[src/rtl/ps2_kbd_ctrl.sv]
// ps2_kbd_ctrl: PS/2 keyboard receiver with frame checking, E0/F0 prefix decoding and an event FIFO
module ps2_kbd_ctrl #(
  parameter int FIFO_DEPTH  = 8,
  parameter int TIMEOUT_CYC = 5000,
  parameter int SYNC_STAGES = 2
) (
  input  logic       clk,
  input  logic       rst,
  input  logic       ps2_clk,
  input  logic       ps2_data,
  output logic       evt_valid,
  input  logic       evt_ready,
  output logic [7:0] evt_code,
  output logic       evt_ext,
  output logic       evt_brk,
  output logic       overflow,
  output logic       frame_err,
  output logic [7:0] err_cnt
);
  localparam int AW = $clog2(FIFO_DEPTH);
  localparam int TW = $clog2(TIMEOUT_CYC + 1);
  typedef enum logic [1:0] {IDLE, E0, F0, E0F0} st_t;
  logic [SYNC_STAGES-1:0] sc, sd;
  logic [10:0] sr;
  logic [3:0] bit_cnt;
  logic [TW-1:0] to_cnt;
  logic byte_vld, fall, frame_ok, push, pop, full, wr;
  logic [7:0] byte_q;
  st_t st, st_n;
  logic [9:0] mem [FIFO_DEPTH];
  logic [AW-1:0] wp, rp, head;
  logic [AW:0] cnt;
  assign fall = sc[SYNC_STAGES-1] & ~sc[SYNC_STAGES-2];
  assign frame_ok = ~sr[0] & (^sr[9:1]) & sr[10];
  // Synchronize the PS/2 pins; idle bus reads as all ones
  always_ff @(posedge clk) begin
    if (rst) begin
      sc <= '1;
      sd <= '1;
    end else begin
      sc <= {sc[SYNC_STAGES-2:0], ps2_clk};
      sd <= {sd[SYNC_STAGES-2:0], ps2_data};
    end
  end
  // Shift in bits on PS/2 clock falls, check completed frames, drop stalled partial frames
  always_ff @(posedge clk) begin
    if (rst) begin
      sr <= '0;
      bit_cnt <= '0;
      to_cnt <= '0;
      byte_vld <= 1'b0;
      byte_q <= '0;
      frame_err <= 1'b0;
      err_cnt <= '0;
    end else begin
      byte_vld <= 1'b0;
      frame_err <= 1'b0;
      if (bit_cnt == 4'd11) begin
        bit_cnt <= '0;
        to_cnt <= '0;
        if (frame_ok) begin
          byte_vld <= 1'b1;
          byte_q <= sr[8:1];
        end else begin
          frame_err <= 1'b1;
          err_cnt <= (err_cnt == 8'hff) ? err_cnt : err_cnt + 8'd1;
        end
      end else if (fall) begin
        sr <= {sd[SYNC_STAGES-1], sr[10:1]};
        bit_cnt <= bit_cnt + 4'd1;
        to_cnt <= '0;
      end else if (bit_cnt != 4'd0) begin
        if (to_cnt == TW'(TIMEOUT_CYC - 1)) begin
          bit_cnt <= '0;
          to_cnt <= '0;
        end else begin
          to_cnt <= to_cnt + TW'(1);
        end
      end
    end
  end
  // Prefix decoder state register
  always_ff @(posedge clk) begin
    if (rst) st <= IDLE;
    else st <= st_n;
  end
  // Prefix decoder: E0/F0 accumulate into the state, any other byte emits an event
  always_comb begin
    st_n = st;
    push = 1'b0;
    if (byte_vld) begin
      if (byte_q == 8'hE0) st_n = (st == F0 || st == E0F0) ? E0F0 : E0;
      else if (byte_q == 8'hF0) st_n = (st == E0 || st == E0F0) ? E0F0 : F0;
      else begin
        push = 1'b1;
        st_n = IDLE;
      end
    end
  end
  assign evt_valid = cnt != '0;
  assign full = cnt == (AW+1)'(FIFO_DEPTH);
  assign pop = evt_valid & evt_ready;
  assign wr = push & (~full | pop);
  assign head = evt_valid ? rp : rp - AW'(1);
  assign {evt_ext, evt_brk, evt_code} = mem[head];
  // Event FIFO; when empty the outputs keep showing the most recently popped entry
  always_ff @(posedge clk) begin
    if (rst) begin
      wp <= '0;
      rp <= '0;
      cnt <= '0;
      overflow <= 1'b0;
      for (int i = 0; i < FIFO_DEPTH; i++) mem[i] <= '0;
    end else begin
      if (wr) begin
        mem[wp] <= {st == E0 || st == E0F0, st == F0 || st == E0F0, byte_q};
        wp <= wp + AW'(1);
      end
      if (pop) rp <= rp + AW'(1);
      cnt <= cnt + (AW+1)'(wr) - (AW+1)'(pop);
      if (push & ~wr) overflow <= 1'b1;
    end
  end
endmodule
[config.mk]
export PLATFORM = sky130hd
export DESIGN_NAME = ps2_kbd_ctrl
export DESIGN_NICKNAME = d
export VERILOG_FILES = /design/src/rtl/ps2_kbd_ctrl.sv
export SDC_FILE = /design/constraint.sdc
export NUM_CORES = 1
export LEC_CHECK = 0
export CAP_MARGIN = 20
export CORE_MARGIN = 1.5
export CORE_UTILIZATION = 55
export DETAILED_ROUTE_END_ITERATION = 8
export PLACE_DENSITY = 0.84
export SYNTH_ARGS = -nofsm -noshare
export SYNTH_HDL_FRONTEND = slang
export SYNTH_SLANG_ARGS = --single-unit
[constraint.sdc]
create_clock -name clk -period 3 [get_ports clk]
set_clock_uncertainty 0.15 [all_clocks]
set_input_delay 0.45 -clock clk [delete_from_list [all_inputs] [get_ports clk]]
set_output_delay 0.45 -clock clk [all_outputs]
set_load 0.005 [all_outputs]
==> flow_summary.json, run 1 <==
{
  "clk_latency_ns": 0.43,
  "cpMostUsedCell": "buf_6",
  "hold_path_depth": 1,
  "ys_warn_count": 0,
  "antenna_cells": 0,
  "fp-row-count": 41,
  "synth_edf_count": 80,
  "synth_seq_cells": 143,
  "grt_max_degree": 33,
  "wl_per_cell_um": 20.8,
  "cp.arrival_ns": 2.61,
  "floorplan.initialDensity_pct": 56.3,
  "first_global_vias": 5250,
  "post_synth_num_cell_types": 49,
  "num_vias": 5073,
  "yosys_most_used_dff": "edfxtp_1",
  "layout_setup_ws_ns": -0.212,
  "final_cells": 841,
  "slowest_stage": "dfxtp_2",
  "drt-total-wl_um": 17500,
  "drv_cap": 0,
  "ir_drop_mv": 0.482,
  "r2r_cells": 8,
  "regArea_um2": 3670,
  "holdCritPathClass": "reg2reg",
  "globalplace.congestion": 0.790,
  "multiInputGateArea_um2": 3370,
  "fp.dieH_um": 116,
  "syn_to_final_growth_pct": 21.0,
  "hold_viol": 0,
  "clock.fmax_mhz": 311,
  "synthCells": 601,
  "fin_crit_sh_pct": 107,
  "violations": "setup timing",
  "whs_ns": 0.270,
  "design.core.area_um2": 12600,
  "worstSetupStartpointType": "flip-flop",
  "synthesis.nets": 620,
  "path_clk_slew_ns": 0.06,
  "cp.required_ns": 2.40,
  "tns_ns": -1.36,
  "cpPeakStageDelay_ns": 0.36,
  "clockBufferDepth": 2,
  "post-place-cells": 796,
  "cts_tree": "yes",
  "gr-usage-all-layers_pct": 28.0,
  "yosysSeqAreaShare_pct": 51.7,
  "avgSynthCellArea_um2": 11.8,
  "criticalPathCategory": "reg2out",
  "period_needed_ns": 3.21,
  "path_cells": "inv_4 -> ha_4 -> and4bb_2 -> xnor2_4 -> buf_6 -> buf_12 -> buf_16 -> buf_6 -> mux4_2 -> a22oi_2 -> nand2_1 -> buf_2",
  "drive_gt1_share_pct": 25.1,
  "worstMarginPinSlew_ns": 0.864,
  "ys_async_sr_fraction_pct": 0,
  "die_w_um": 116,
  "fillerInstances": 866,
  "viasPerCell": 6.03,
  "status": "finished, violations left",
  "first_pass_iters": 5,
  "grt.overflow.total": 0,
  "path_max_fanout": 5,
  "setup_viol": 10,
  "nNetsFinal": 675,
  "cts_root_buf": "clkbuf_16",
  "final_max_slew_viol_count": 0,
  "antenna_left": 0,
  "first_iter_violations": 449,
  "ios": 26,
  "critical_path.endpoint_type": "output pin",
  "final_area_um2": 8560,
  "io_buffers": 25,
  "die-area_um2": 13600,
  "leakagePower_nw": 3.08,
  "slew_headroom_pct": 42.2,
  "grt_pass1_wl_um": 27400,
  "pwr_density_cell_nw_per_um2": 912,
  "dpl_cell_area_um2": 7650,
  "rsz0062_at_grt": "yes",
  "synth_area_um2": 7080,
  "antenna_found_initial": 0,
  "cts_htree_levels": 4,
  "clock_sinks": 143,
  "drc_errors": 0,
  "hpwlAfterDp_um": 10200,
  "cts_inserted_buffers": 17,
  "cts-hold-fix-buffers": 0
}
-- cells by family (layout without fill, tap and decap cells) --
kind of cell    Yosys count  in the layout  share of synthesized area, %
buf+inv                  44            112                          2.54
simple gates            264            264                          20.0
compound gates           63             63                          5.44
fa+ha+maj                14             14                          2.58
mux                      49             49                          14.3
flops                   143            143                          51.7
xor+xnor                 24             24                          3.36
-- cell usage after synthesis, drive strengths merged (3+ instances only) --
cell type	n	area, µm²
ha	13	163
o21ai	14	70.1
inv	16	60.1
nand3	13	65.1
nor4b	3	38.8
dfxtp	63	1260
mux4	40	901
or2	7	43.8
nand2	59	221
or4b	3	30.0
mux2i	4	40.0
a22oi	21	158
nand4	14	87.6
clkbuf	18	67.6
xor2	9	78.8
nor2	48	183
nor3	13	65.1
nor2b	10	62.6
xnor2	13	114
and2	75	469
nand2b	3	18.8
buf	8	45.0
mux2	5	75.1
edfxtp	80	2400
nor4	3	25.0
a21oi	22	110
-- sequential cells by signal, summed over array words and instances (netlist names) --
signal     cells
frame_err      1
cnt            4
overflow       1
sr            11
rp             3
to_cnt        13
sd             2
st             2
bit_cnt        4
byte_q         8
mem           80
byte_vld       1
sc             2
wp             3
err_cnt        8
-- cell type report --
| type | count | share of cell area, % |
|---|---|---|
| multi-input cells | 414 | 39.3 |
| flip-flops and latches | 143 | 42.8 |
| clock inverters | 9 | 1.21 |
| clock buffers | 23 | 5.81 |
| well taps | 172 | 2.51 |
| inverters | 18 | 0.818 |
| repair buffers | 62 | 7.51 |
-- stage by stage --
stage | total power [W] | util, % | setup WS (ns)
6_report | 0.00781 | 68.1 | -0.212
3_3_place_gp | 0.00468 | 60.8 | 0.0894
5_1_grt | 0.00811 | 68.1 | -0.273
4_1_cts | 0.00772 | 68.2 | -0.166
3_5_place_dp | 0.00480 | 60.8 | -0.112
2_1_floorplan | 0.00385 | - | 0.0638
-- final timing paths --
check | startpoint | to | slack, ns
worst max-delay path | rp[0] | evt_code[6] | -0.21
worst min-delay path | sd[0] | sd[1] | 0.27
worst max register to register | cnt[3] | mem[3][9] | 0.41
worst min register to register | sd[0] | sd[1] | 0.27
-- where the power goes --
part	internal (W)	total, W	switching (W)
combinational	0.00183	0.00345	0.00162
clock	0.00133	0.00213	0.000798
sequential	0.00217	0.00224	0.0000722
-- placed cells by master, fill, tap and decap left out, types with 3 or more instances in the layout --
cell type        instances
o21ai_0                  7
mux2i_1                  4
inv_1                   12
clkinv_2                 3
nor2_1                  45
buf_12                   4
ha_1                    11
buf_4                   24
xnor2_1                 12
clkbuf_8                 5
buf_2                    9
a22oi_2                 16
buf_16                   5
and2_1                  75
mux4_2                  40
inv_4                    3
xor2_1                   9
nand4_1                 14
or4b_2                   3
nor2b_1                 10
nor3_1                  13
o21ai_1                  7
inv_2                    3
a21oi_1                 22
clkbuf_16               17
or2_2                    7
dfxtp_2                  4
mux2_4                   5
nor2_2                   3
nand2_1                 59
nand3_1                 13
clkdlybuf4s50_1         15
a22oi_1                  5
nand2b_1                 3
dfxtp_1                 59
edfxtp_1                80
buf_6                    4
-- routing by layer --
layer	GRT usage, %	up-vias	routed length, µm
met1	31.0	2468	6290
met5	0	-	0
met2	48.5	238	9050
met4	16.3	0	792
li1	-	2303	-
met3	7.52	64	1380
-- worst max-delay path, delay by kind of cell (launching register included) --
kind            cells  cell delay, ns
flops               1            0.36
fa+ha+maj           1            0.15
buf+inv             6            0.69
compound gates      1            0.15
simple gates        2            0.35
mux                 1            0.30
xor+xnor            1            0.17
-- what timing repair did --
item,CTS,global route
endpoints found under the hold margin,0,0
gates cloned,6,0
endpoints found under the setup margin,10,10
setup buffers,10,0
gates resized for setup,72,10
pin swaps,25,13
Note: power is estimated with default switching activity, not from simulation.
==> inputs of run 2 (changes only) <==
==> constraint.sdc (replaced) <==
create_clock -name clk -period 2.82 [get_ports clk]
set_clock_uncertainty 0.15 [all_clocks]
set_input_delay 0.423 -clock clk [delete_from_list [all_inputs] [get_ports clk]]
set_output_delay 0.423 -clock clk [all_outputs]
set_load 0.005 [all_outputs]
==> run 2 against run 1 <==
Effect of this change: the run still ends with setup timing left; largest power group unchanged; critical endpoint is now evt_code[5]; sequential share of layout area decreased by 0.21 points; final area increased by 0.45%; die area unchanged.
==> flow_summary.json, run 2 (synthesis results as in run 1) <==
{
  "reg2reg_to": "mem[6][2]",
  "grt.overflow.total": 0,
  "ir_drop_mv": 0.535,
  "cts_inserted_buffers": 17,
  "gr-usage-all-layers_pct": 28.1,
  "status": "finished, violations left",
  "reg2reg_from": "cnt[3]",
  "clock.fmax_mhz": 322,
  "floorplan.initialDensity_pct": 56.3,
  "cts_root_buf": "clkbuf_16",
  "cts_htree_levels": 4,
  "layout_common_cells": "edfxtp_1 (80), and2_1 (75), dfxtp_1 (60)",
  "fin_util_pct": 68.5,
  "tns_ns": -2.39,
  "slowest_stage": "dfxtp_2",
  "grt_max_degree": 32,
  "dpl_cell_area_um2": 7690,
  "worstMarginPinSlew_ns": 0.839,
  "first_iter_violations": 486,
  "design.core.area_um2": 12600,
  "final_area_um2": 8600,
  "ios": 26,
  "fin_crit_sh_pct": 110,
  "drive_gt1_share_pct": 25.2,
  "min_from": "sd[0]",
  "antenna_found_initial": 0,
  "syn_to_final_growth_pct": 21.5,
  "die_w_um": 116,
  "drv_cap": 0,
  "rsz0062_at_grt": "yes",
  "first_global_vias": 5215,
  "final_max_slew_viol_count": 0,
  "clock_sinks": 143,
  "cp.arrival_ns": 2.53,
  "path_max_fanout": 5,
  "period_needed_ns": 3.10,
  "path_cells": "inv_2 -> ha_4 -> and4bb_2 -> xnor2_4 -> buf_6 -> buf_6 -> buf_12 -> mux4_2 -> a22oi_2 -> nand2_1 -> buf_2",
  "pwr_density_cell_nw_per_um2": 978,
  "layout_commonest_cell": "edfxtp_1",
  "wl_per_cell_um": 20.9,
  "globalplace.congestion": 0.855,
  "first_pass_iters": 6,
  "cp.required_ns": 2.25,
  "hold_path_end": "sd[1]",
  "r2r_slack_ns": 0.20,
  "violations": "setup timing",
  "num_vias": 5143,
  "drc_errors": 0,
  "clockBufferDepth": 2,
  "antenna_left": 0,
  "io_buffers": 25,
  "viasPerCell": 6.07,
  "hpwlAfterDp_um": 10700,
  "slew_headroom_pct": 43.9,
  "hold_viol": 0,
  "nNetsFinal": 681,
  "leakagePower_nw": 3.09,
  "clk_latency_ns": 0.42,
  "drt-total-wl_um": 17700,
  "cts_tree": "yes",
  "cpPeakStageDelay_ns": 0.33,
  "hold_path_depth": 1,
  "path_clk_slew_ns": 0.06,
  "criticalPathCategory": "reg2out",
  "holdCritPathClass": "reg2reg",
  "worstSetupStartpointType": "flip-flop",
  "top_regs": "mem (80), to_cnt (13), sr (11)",
  "setup_viol": 10,
  "fp-row-count": 41,
  "grt_pass1_wl_um": 27800,
  "r2r_cells": 10,
  "largest_reg_flops": 80,
  "layout_setup_ws_ns": -0.284,
  "largest_register": "mem",
  "cpMostUsedCell": "buf_6",
  "antenna_cells": 0,
  "cts-hold-fix-buffers": 0,
  "die-area_um2": 13600,
  "fp.dieH_um": 116,
  "critical_path.endpoint_type": "output pin"
}
## run 2: cell count changes in the layout (fill, tap and decap cells not counted), sizes merged
cell,change
clkinvlp,+2
bufinv,+1
buf,+6
clkbuf,-4
clkinv,+3
inv,-2
## run 2: critical path: cells and delay by family (launching register included)
kind                       cells  cell delay (ns)
muxes                          1             0.32
buffers and inverters          5             0.55
xor gates and xnor gates       1             0.17
DFF                            1             0.33
adders and majority gates      1             0.15
and+or+nand+nor                2             0.36
AOI/OAI and AO/OA              1             0.23
## run 2: layout make-up
cell class / count / area [µm²]
clock buffers: 19 / 433
inverters: 18 / 67.6
clock inverters: 13 / 146
fillers: 832 / 3970
flip-flops and latches: 143 / 3670
multi-input cells: 414 / 3380
repair buffers: 68 / 693
well taps: 172 / 215
## run 2: worst max path at each step
stage | end | startpoint | cells past startpoint
detailed placement | evt_code[0] | rp[0] | 9
global route | evt_code[5] | rp[0] | 11
CTS | evt_code[2] | cnt[3] | 12
finish | evt_code[5] | rp[0] | 11
global placement | evt_code[3] | rp[0] | 9
floorplan | evt_code[0] | rp[1] | 9
## run 2: routing by layer
layer	part of all wire [%]	wire length (µm)	vias to the layer above	global-route usage (%)
li1	-	-	2318	-
met1	37	6500	2506	32.6
met2	50	8820	243	47.5
met3	8.2	1450	76	8.15
met4	5.0	884	0	15.0
met5	0	0	-	0
## run 2: through the flow
stage	worst slack [ns]	cells	hold WS [ns]	total power, W
6_report	-0.284	847	0.266	0.00842
5_1_grt	-0.348	847	0.288	0.00870
4_1_cts	-0.317	847	0.274	0.00825
3_5_place_dp	-0.137	802	0.262	0.00520
3_3_place_gp	-0.0385	802	0.256	0.00505
2_1_floorplan	0.0406	601	0.239	0.00411
## run 2: power by group
part,switching (W),internal [W]
Combinational,0.00179,0.00202
Sequential,0.0000657,0.00230
Clock,0.000861,0.00138
## run 2: timing repair
action | in CTS | in global routing
gates resized for setup | 76 | 5
pin swaps | 26 | 13
gates cloned | 5 | 1
setup endpoints to repair | 10 | 10
buffers inserted | 9 | 0
==> inputs of run 3 (changes only) <==
--- a/config.mk
+++ b/config.mk
@@ -9,6 +9,7 @@
 export CORE_MARGIN = 1.5
 export CORE_UTILIZATION = 55
 export DETAILED_ROUTE_END_ITERATION = 8
+export GPL_TIMING_DRIVEN = 0
 export PLACE_DENSITY = 0.84
 export SYNTH_ARGS = -nofsm -noshare
 export SYNTH_HDL_FRONTEND = slang
==> run 3 against run 2 <==
Effect of this change: critical endpoint is now evt_code[4]; the run still ends with setup timing left; final area decreased by 0.48%; non-clock buffer count up 4; highest routed layer unchanged; first-iteration DRC count grew 2.7%; largest cell class unchanged; clock power grew 4%.
==> flow_summary.json, run 3 (synthesis results as in run 1) <==
{
  "antenna_left": 0,
  "leakagePower_nw": 3.07,
  "clockBufferDepth": 2,
  "path_max_fanout": 7,
  "drt-total-wl_um": 17700,
  "hold_viol": 0,
  "status": "finished, violations left",
  "first_pass_iters": 5,
  "holdCritPathClass": "reg2reg",
  "io_buffers": 25,
  "fp.dieH_um": 116,
  "grt.overflow.total": 0,
  "largest_reg_flops": 80,
  "cts_tree": "yes",
  "setup_viol": 10,
  "layout_setup_ws_ns": -0.338,
  "whs_ns": 0.264,
  "first_iter_violations": 499,
  "clock_sinks": 143,
  "drv_cap": 0,
  "die-area_um2": 13600,
  "globalplace.congestion": 0.825,
  "fin_crit_sh_pct": 112,
  "worstSetupStartpointType": "flip-flop",
  "layout_common_cells": "edfxtp_1 (80), and2_1 (75), dfxtp_1 (61)",
  "floorplan.initialDensity_pct": 56.3,
  "gr-usage-all-layers_pct": 28.7,
  "cts_root_buf": "clkbuf_16",
  "cp.arrival_ns": 2.58,
  "slew_headroom_pct": 46.4,
  "top_regs": "mem (80), to_cnt (13), sr (11)",
  "antenna_found_initial": 0,
  "clock.fmax_mhz": 317,
  "criticalPathCategory": "reg2out",
  "wl_per_cell_um": 20.8,
  "grt_pass1_wl_um": 28400,
  "dpl_cell_area_um2": 7590,
  "viasPerCell": 6.15,
  "cp.required_ns": 2.25,
  "die_w_um": 116,
  "antenna_cells": 0,
  "violations": "setup timing",
  "critical_path.endpoint_type": "output pin",
  "pwr_density_cell_nw_per_um2": 951,
  "syn_to_final_growth_pct": 20.9,
  "drive_gt1_share_pct": 24.7,
  "ir_drop_mv": 0.569,
  "fin_util_pct": 68.1,
  "hpwlAfterDp_um": 11200,
  "fillerInstances": 812,
  "rsz0062_at_grt": "yes",
  "ios": 26,
  "largest_register": "mem",
  "place_ws_ns": -0.926,
  "fp-row-count": 41,
  "period_needed_ns": 3.16,
  "num_vias": 5232,
  "cts_inserted_buffers": 17,
  "final_max_slew_viol_count": 0,
  "final_area_um2": 8560,
  "path_clk_slew_ns": 0.06,
  "first_global_vias": 5352,
  "drc_errors": 0,
  "design.core.area_um2": 12600,
  "layout_commonest_cell": "edfxtp_1",
  "grt_max_degree": 17,
  "worstMarginPinSlew_ns": 0.798,
  "cts_htree_levels": 4,
  "tns_ns": -2.95,
  "nNetsFinal": 685,
  "clk_latency_ns": 0.43
}
[run 3: cell types whose count changed in the layout (fill, tap and decap cells not counted), moves of 3 or more]
cell,change
inv_4,+3
clkinv_4,+3
o21ai_0,-5
clkbuf_8,+4
buf_4,-9
dfxtp_2,-3
buf_16,-5
o21ai_1,+3
inv_2,-4
clkinvlp_4,-3
clkbuf_1,+9
clkbuf_16,+4
clkinv_1,-4
[run 3: cell type report]
class / instances / area (µm²) / share of cell area, %
Buffer: 25 / 198 / 2.31
Clock buffer: 22 / 528 / 6.17
Clock inverter: 10 / 95.1 / 1.11
Inverter: 18 / 72.6 / 0.848
Multi-Input combinational cell: 414 / 3390 / 39.6
Sequential cell: 143 / 3670 / 42.9
Tap cell: 172 / 215 / 2.51
Timing Repair Buffer: 47 / 394 / 4.60
[run 3: power breakdown]
part	internal, W	switching [W]	total, W
Sequential	0.00231	0.0000955	0.00240
Combinational	0.00174	0.00168	0.00342
Clock	0.00142	0.000896	0.00232
Total	0.00547	0.00267	0.00814
[run 3: what timing repair did]
item | CTS | global route
hold buffers | 0 | 0
pin swaps | 20 | 16
endpoints found under the setup margin | 20 | 106
cloned | 3 | 0
resized for setup | 84 | 21
setup buffers | 13 | 2
[run 3: routing by layer]
metal  share of wire [%]  up-vias  track usage, %  routed length (µm)
met3                 7.9       59            5.86                1390
met5                   0        -               0                   0
met4                 3.5        0            14.1                 624
met2                  51      283            49.8                9040
met1                  38     2554            34.1                6650
li1                    -     2336               -                   -
[run 3: path summary, 6_finish.rpt]
check | start | end | slack (ns) | cells after the start
max | rp[1] | evt_code[4] | -0.34 | 12
max reg2reg | cnt[1] | cnt[2] | 0.13 | 11
min | sd[0] | sd[1] | 0.26 | 1
min reg2reg | sd[0] | sd[1] | 0.26 | 1
[run 3: critical path, stage by stage, from the launching register on]
cell	delay, ns
dfxtp_4	0.36
buf_12	0.12
inv_4	0.04
ha_4	0.11
and4bb_2	0.30
xnor2_4	0.14
buf_12	0.16
clkbuf_16	0.15
buf_6	0.09
mux4_2	0.32
a22oi_2	0.15
nand2_1	0.09
buf_2	0.13
[run 3: per-stage QoR]
stage / total power [W] / cells
2_1_floorplan: 0.00411 / 601
3_3_place_gp: 0.00493 / 798
3_5_place_dp: 0.00508 / 803
4_1_cts: 0.00792 / 850
5_1_grt: 0.00842 / 851
6_report: 0.00814 / 851
